`src/rtl/uart_cmd_bridge.sv`:
```
// Register-bus command bridge fed by a UART RX/TX FIFO pair: parses 'W' addr data / 'R' addr frames, answers ACK/data/NAK.
// Optional partial-frame timeout is compiled in with `define UART_BRIDGE_TIMEOUT_EN.
module uart_cmd_bridge #(
  parameter int DBIT           = 8,
  parameter int REG_NUM        = 16,
  parameter int TIMEOUT_CYCLES = 65000
) (
  input  logic            clk,
  input  logic            rst,
  input  logic            rx_empty,
  input  logic [DBIT-1:0] r_data,
  output logic            rd_uart,
  input  logic            tx_full,
  output logic [DBIT-1:0] w_data,
  output logic            wr_uart,
  output logic [7:0]      reg_addr,
  output logic [DBIT-1:0] reg_wdata,
  output logic            reg_we,
  output logic            reg_re,
  input  logic [DBIT-1:0] reg_rdata,
  output logic            busy,
  output logic [7:0]      err_cnt
);

  typedef enum logic [2:0] {
    IDLE,
    GET_ADDR,
    GET_DATA,
    ACCESS,
    RD_WAIT,
    SEND
  } state_t;

  localparam logic [DBIT-1:0] CMD_WR   = DBIT'(8'h57);
  localparam logic [DBIT-1:0] CMD_RD   = DBIT'(8'h52);
  localparam logic [DBIT-1:0] RESP_ACK = DBIT'(8'h06);
  localparam logic [DBIT-1:0] RESP_NAK = DBIT'(8'h15);

  state_t          state_q, state_d;
  logic            is_wr_q, is_wr_d;
  logic [7:0]      addr_q, addr_d;
  logic [DBIT-1:0] wdata_q, wdata_d;
  logic [DBIT-1:0] resp_q, resp_d;
  logic            nak_q, nak_d;
  logic [7:0]      err_q, err_d;
  logic            timeout_hit;

  // Widened compare so REG_NUM = 256 accepts every 8-bit address.
  function automatic logic addr_ok(input logic [7:0] a);
    return ({1'b0, a} < 9'(REG_NUM));
  endfunction

`ifdef UART_BRIDGE_TIMEOUT_EN
  logic [15:0] idle_cnt_q, idle_cnt_d;

  assign timeout_hit = (idle_cnt_q == 16'(TIMEOUT_CYCLES - 1));

  // Counts only while starved mid-frame; any pop or state change returns it to zero.
  always_comb begin
    idle_cnt_d = '0;
    if ((state_q == GET_ADDR || state_q == GET_DATA) && rx_empty && !timeout_hit)
      idle_cnt_d = idle_cnt_q + 16'd1;
  end

  always_ff @(posedge clk) begin
    if (rst) idle_cnt_q <= '0;
    else     idle_cnt_q <= idle_cnt_d;
  end
`else
  assign timeout_hit = 1'b0;
`endif

  // NOTE: every variable gets a default before the case so no path leaves one unassigned (no latches).
  always_comb begin
    state_d = state_q;
    is_wr_d = is_wr_q;
    addr_d  = addr_q;
    wdata_d = wdata_q;
    resp_d  = resp_q;
    nak_d   = nak_q;
    err_d   = err_q;
    rd_uart = 1'b0;
    reg_we  = 1'b0;
    reg_re  = 1'b0;
    wr_uart = 1'b0;

    unique case (state_q)
      IDLE: begin
        if (!rx_empty) begin
          rd_uart = 1'b1;
          if (r_data == CMD_WR || r_data == CMD_RD) begin
            is_wr_d = (r_data == CMD_WR);
            state_d = GET_ADDR;
          end else begin
            resp_d  = RESP_NAK;
            nak_d   = 1'b1;
            state_d = SEND;
          end
        end
      end

      GET_ADDR: begin
        if (!rx_empty) begin
          rd_uart = 1'b1;
          addr_d  = 8'(r_data);
          // Writes always take the data byte so a bad address cannot desync framing.
          if (is_wr_q) begin
            state_d = GET_DATA;
          end else if (addr_ok(8'(r_data))) begin
            state_d = ACCESS;
          end else begin
            resp_d  = RESP_NAK;
            nak_d   = 1'b1;
            state_d = SEND;
          end
        end else if (timeout_hit) begin
          resp_d  = RESP_NAK;
          nak_d   = 1'b1;
          state_d = SEND;
        end
      end

      GET_DATA: begin
        if (!rx_empty) begin
          rd_uart = 1'b1;
          wdata_d = r_data;
          if (addr_ok(addr_q)) begin
            state_d = ACCESS;
          end else begin
            resp_d  = RESP_NAK;
            nak_d   = 1'b1;
            state_d = SEND;
          end
        end else if (timeout_hit) begin
          resp_d  = RESP_NAK;
          nak_d   = 1'b1;
          state_d = SEND;
        end
      end

      ACCESS: begin
        if (is_wr_q) begin
          reg_we  = 1'b1;
          resp_d  = RESP_ACK;
          nak_d   = 1'b0;
          state_d = SEND;
        end else begin
          reg_re  = 1'b1;
          state_d = RD_WAIT;
        end
      end

      RD_WAIT: begin
        resp_d  = reg_rdata;
        nak_d   = 1'b0;
        state_d = SEND;
      end

      SEND: begin
        if (!tx_full) begin
          wr_uart = 1'b1;
          if (nak_q && err_q != 8'hFF) err_d = err_q + 8'd1;
          state_d = IDLE;
        end
      end

      default: state_d = IDLE;
    endcase

    // Strobes and FIFO handshakes are suppressed in the reset cycle itself.
    if (rst) begin
      rd_uart = 1'b0;
      reg_we  = 1'b0;
      reg_re  = 1'b0;
      wr_uart = 1'b0;
    end
  end

  // NOTE: state registers use non-blocking assignments so all of them update together at the edge.
  always_ff @(posedge clk) begin
    if (rst) begin
      state_q <= IDLE;
      is_wr_q <= 1'b0;
      addr_q  <= '0;
      wdata_q <= '0;
      resp_q  <= '0;
      nak_q   <= 1'b0;
      err_q   <= '0;
    end else begin
      state_q <= state_d;
      is_wr_q <= is_wr_d;
      addr_q  <= addr_d;
      wdata_q <= wdata_d;
      resp_q  <= resp_d;
      nak_q   <= nak_d;
      err_q   <= err_d;
    end
  end

  assign reg_addr  = addr_q;
  assign reg_wdata = wdata_q;
  assign w_data    = resp_q;
  assign err_cnt   = err_q;
  assign busy      = (state_q != IDLE);

endmodule

```
`config.mk`:
```
export PLATFORM = sky130hd
export DESIGN_NAME = uart_cmd_bridge
export DESIGN_NICKNAME = d
export VERILOG_FILES = /design/src/rtl/uart_cmd_bridge.sv
export SDC_FILE = /design/constraint.sdc
export NUM_CORES = 1
export LEC_CHECK = 0
export ABC_AREA = 0
export BUFFER_PORTS_ARGS = -buffer_cell sky130_fd_sc_hd__buf_2
export CAP_MARGIN = 10
export CORE_ASPECT_RATIO = 2
export CORE_MARGIN = 1.5
export CORE_UTILIZATION = 53
export DETAILED_ROUTE_END_ITERATION = 7
export HOLD_SLACK_MARGIN = 0.08
export PLACE_DENSITY = 0.83
export SYNTH_ARGS = -nofsm -noshare
export SYNTH_HDL_FRONTEND = slang
export SYNTH_SLANG_ARGS = --single-unit
```
`constraint.sdc`:
```
create_clock -name clk -period 2.9 [get_ports clk]
set_input_delay 0.435 -clock clk [delete_from_list [all_inputs] [get_ports clk]]
set_output_delay 0.435 -clock clk [all_outputs]
set_load 0.02 [all_outputs]
```
==> results.md <==
* Most frequent cells in the layout: buf_2 (56), nand2_1 (42), dfxtp_1 (37)
* Layout cells sized above 1 at 0.3008
* Clock skew at approximately 0.0057 ns
* P&R area growth vs syn at 21.18%
* Worst skew pair latency at 0.29 ns
* Setup TNS Final at 0 ns
* Critical path arrival at 1.77 ns
* IO Pins at 57
* Synth warn at 0
* Adder-cell share of the synthesized area at 0.007353
* Max clock buf depth at 2
* CTS resizes at 0
* RePlAce Congestion at about 0.85
* Routed Antenna Nets at 0
* Post-synthesis mux area share at 0.02941
* CP Capture Type: output pin
* Final hold violation count at 0
* Flop and latch count out of synthesis at 37
* Core Rows at 29
* Most used DFF post-synth: dfxtp_1
* Number of antenna violations at the first check in global routing at 0
* Core Util, Final at 0.6608
* Critical Path Start Type: register
* Yosys top cell area share at 0.4353
* Worst hold slack at about 0.36 ns
* Max Cap Violations at 0
* Yosys top cell by area: dfxtp_1
* RSZ-0062 raised after global routing: false
* Post-layout nets at around 280
* Largest family of logic cells by synthesized area: simple AND/OR/NAND/NOR gates
* Die height at 83.13 um
* Synth top area cells: dfxtp_1 (44%), nand2_1 (9.3%), a21oi_1 (6.5%), nor2_1 (3.3%), mux2i_1 (2.9%)
* Die area at ~0.0036 mm2
* IO Port Bufs at 56
* CTS tree: built
* Max IR drop VDD at approximately 0.46 mV
* Clk sink count at 37
* LEAKAGE at slightly below 0.0009 uW
* Most common library cell in the layout ignoring fill and taps: buf_2
* WS Path Type: reg -> out
* Cell area after synthesis at ~0.0017 mm2
* CTS Hold Bufs at 0
* Synth Area in Compound Gates at 0.1846
* CP required at between 2 and 2.5 ns
* DR pass1 iterations at 4
* Post-synth EDFFs at 0
* Simple-Gate Fraction of Synth Area at 0.2728
* Clock buffer count from CTS at 5
* Power per standard cell area at roughly 550 mW/mm2
* Routed WL at roughly 3.9 mm
* Via count at 1636
* Post-synth cell types at between 40 and 50
* Seq/Total Area, Yosys at 0.4353
* Ys async rst share at 0
* Post-synthesis xor/xnor area fraction at 0.03088
* Post-Syn Area per Cell at 8.341 um2
* Total GRT Usage at 0.2335
* Clock slew at reported path FFs at roughly 0.07 ns
* Relative slew slack at 0.4317
* Period utilization at 0.7597
* Hold crit path type: in -> reg
* Dpl hpwl at 2.849 mm
* DRC viols at 0
* Initial Utilization at 0.5453
* First-pass GRT wire length at between 6 and 7 mm
* Slew Limit Fails at 0
* Die Width at about 43 um
* Overflow after GRT at 0
* Clock root buffer: clkbuf_8
* CP Max Fanout at 22
* Post-CTS Setup Bufs at 0
* Status: finished, final reports clean
* Mean routed wirelength per cell at approximately 14 um
* Routed vias/inst at roughly 5.7
* Drt first-iter violations at 35
* Core footprint at 0.003120 mm2
* Worst slew pin tran at about 0.85 ns
* Vias in the first global route at 1513
* Antenna fix cells at 0
* CTS H-Tree Depth at 2
* Cells after Synth at roughly 200
* Syn nets at 225
* Crit path time final at 2.203 ns
* Setup Viol. Count Final at 0
* FMAX at approximately 0.45 GHz
* Largest net degree at the start of global routing at 36
## cell families after synthesis
| kind of cell | Yosys count |
|---|---|
| and+or+nand+nor | 93 |
| AOI/OAI and AO/OA | 46 |
| DFF | 37 |
| buffers and inverters | 16 |
| xor gates and xnor gates | 6 |
| muxes | 5 |
| adders and majority gates | 1 |
## report_power, final
part           switching (uW)  total [uW]  internal (uW)  leakage (uW)
clock                     182         370            188     0.0000433
sequential               36.3         572            536      0.000301
combinational             116         192           76.2      0.000522
total                     334        1130            800      0.000867
## synthesized netlist by cell type (2+ instances only)
master	count
a211oi_1	2
a21oi_1	22
a32o_2	4
and2_1	2
buf_4	2
clkbuf_1	8
dfxtp_1	37
inv_1	3
mux2i_1	5
nand2_1	42
nand2b_1	3
nand3_1	5
nor2_1	15
nor3_1	6
nor4_1	4
nor4b_1	2
o21ai_0	8
or3_1	4
xnor2_1	4
xor2_1	2
## flip-flops by register name, summed over array words and instances (netlist names)
signal	cells
reg_wdata	8
is_wr_q	1
reg_addr	8
err_cnt	8
nak_q	1
w_data	8
state_q	3
## path summary, 6_finish.rpt
kind,to,slack [ns],cells after the start,start
max,wr_uart,0.70,3,state_q[2]
min,w_data[5],0.36,2,reg_rdata[5]
max reg2reg,w_data[3],0.89,5,state_q[2]
min reg2reg,reg_addr[0],0.46,2,reg_addr[0]
## layer usage
layer	vias up	track usage	part of all wire
met2	47	0.4242	0.58
li1	818	-	-
met3	11	0.04783	0.040
met4	0	0.1350	0.030
met1	760	0.2289	0.35
met5	-	0	0
## area by class of cell
class	count	area [um2]
fillers	303	1059
multi-input cells	151	893.4
flip-flops and latches	37	740.7
repair buffers	56	280.3
clock buffers	6	82.58
well taps	31	38.79
inverters	5	18.77
clock inverters	1	7.507
## per-stage QoR
| stage | cells | area (um2) | worst slack, ns | power [uW] |
|---|---|---|---|---|
| floorplan | 204 | 1702 | 0.7107 | 714.8 |
| global placement | 280 | 1972 | 0.7597 | 771.5 |
| detailed placement | 280 | 1972 | 0.7400 | 774.2 |
| CTS | 287 | 2062 | 0.7128 | 1142 |
| global route | 287 | 2062 | 0.6142 | 1181 |
| finish | 287 | 2062 | 0.6969 | 1134 |
## worst max-delay path: stages (launching register included)
cell	delay, ns
dfxtp_1	0.79
and4bb_2	0.40
and2_1	0.14
buf_2	0.15
(Power assumes the default switching activity.)
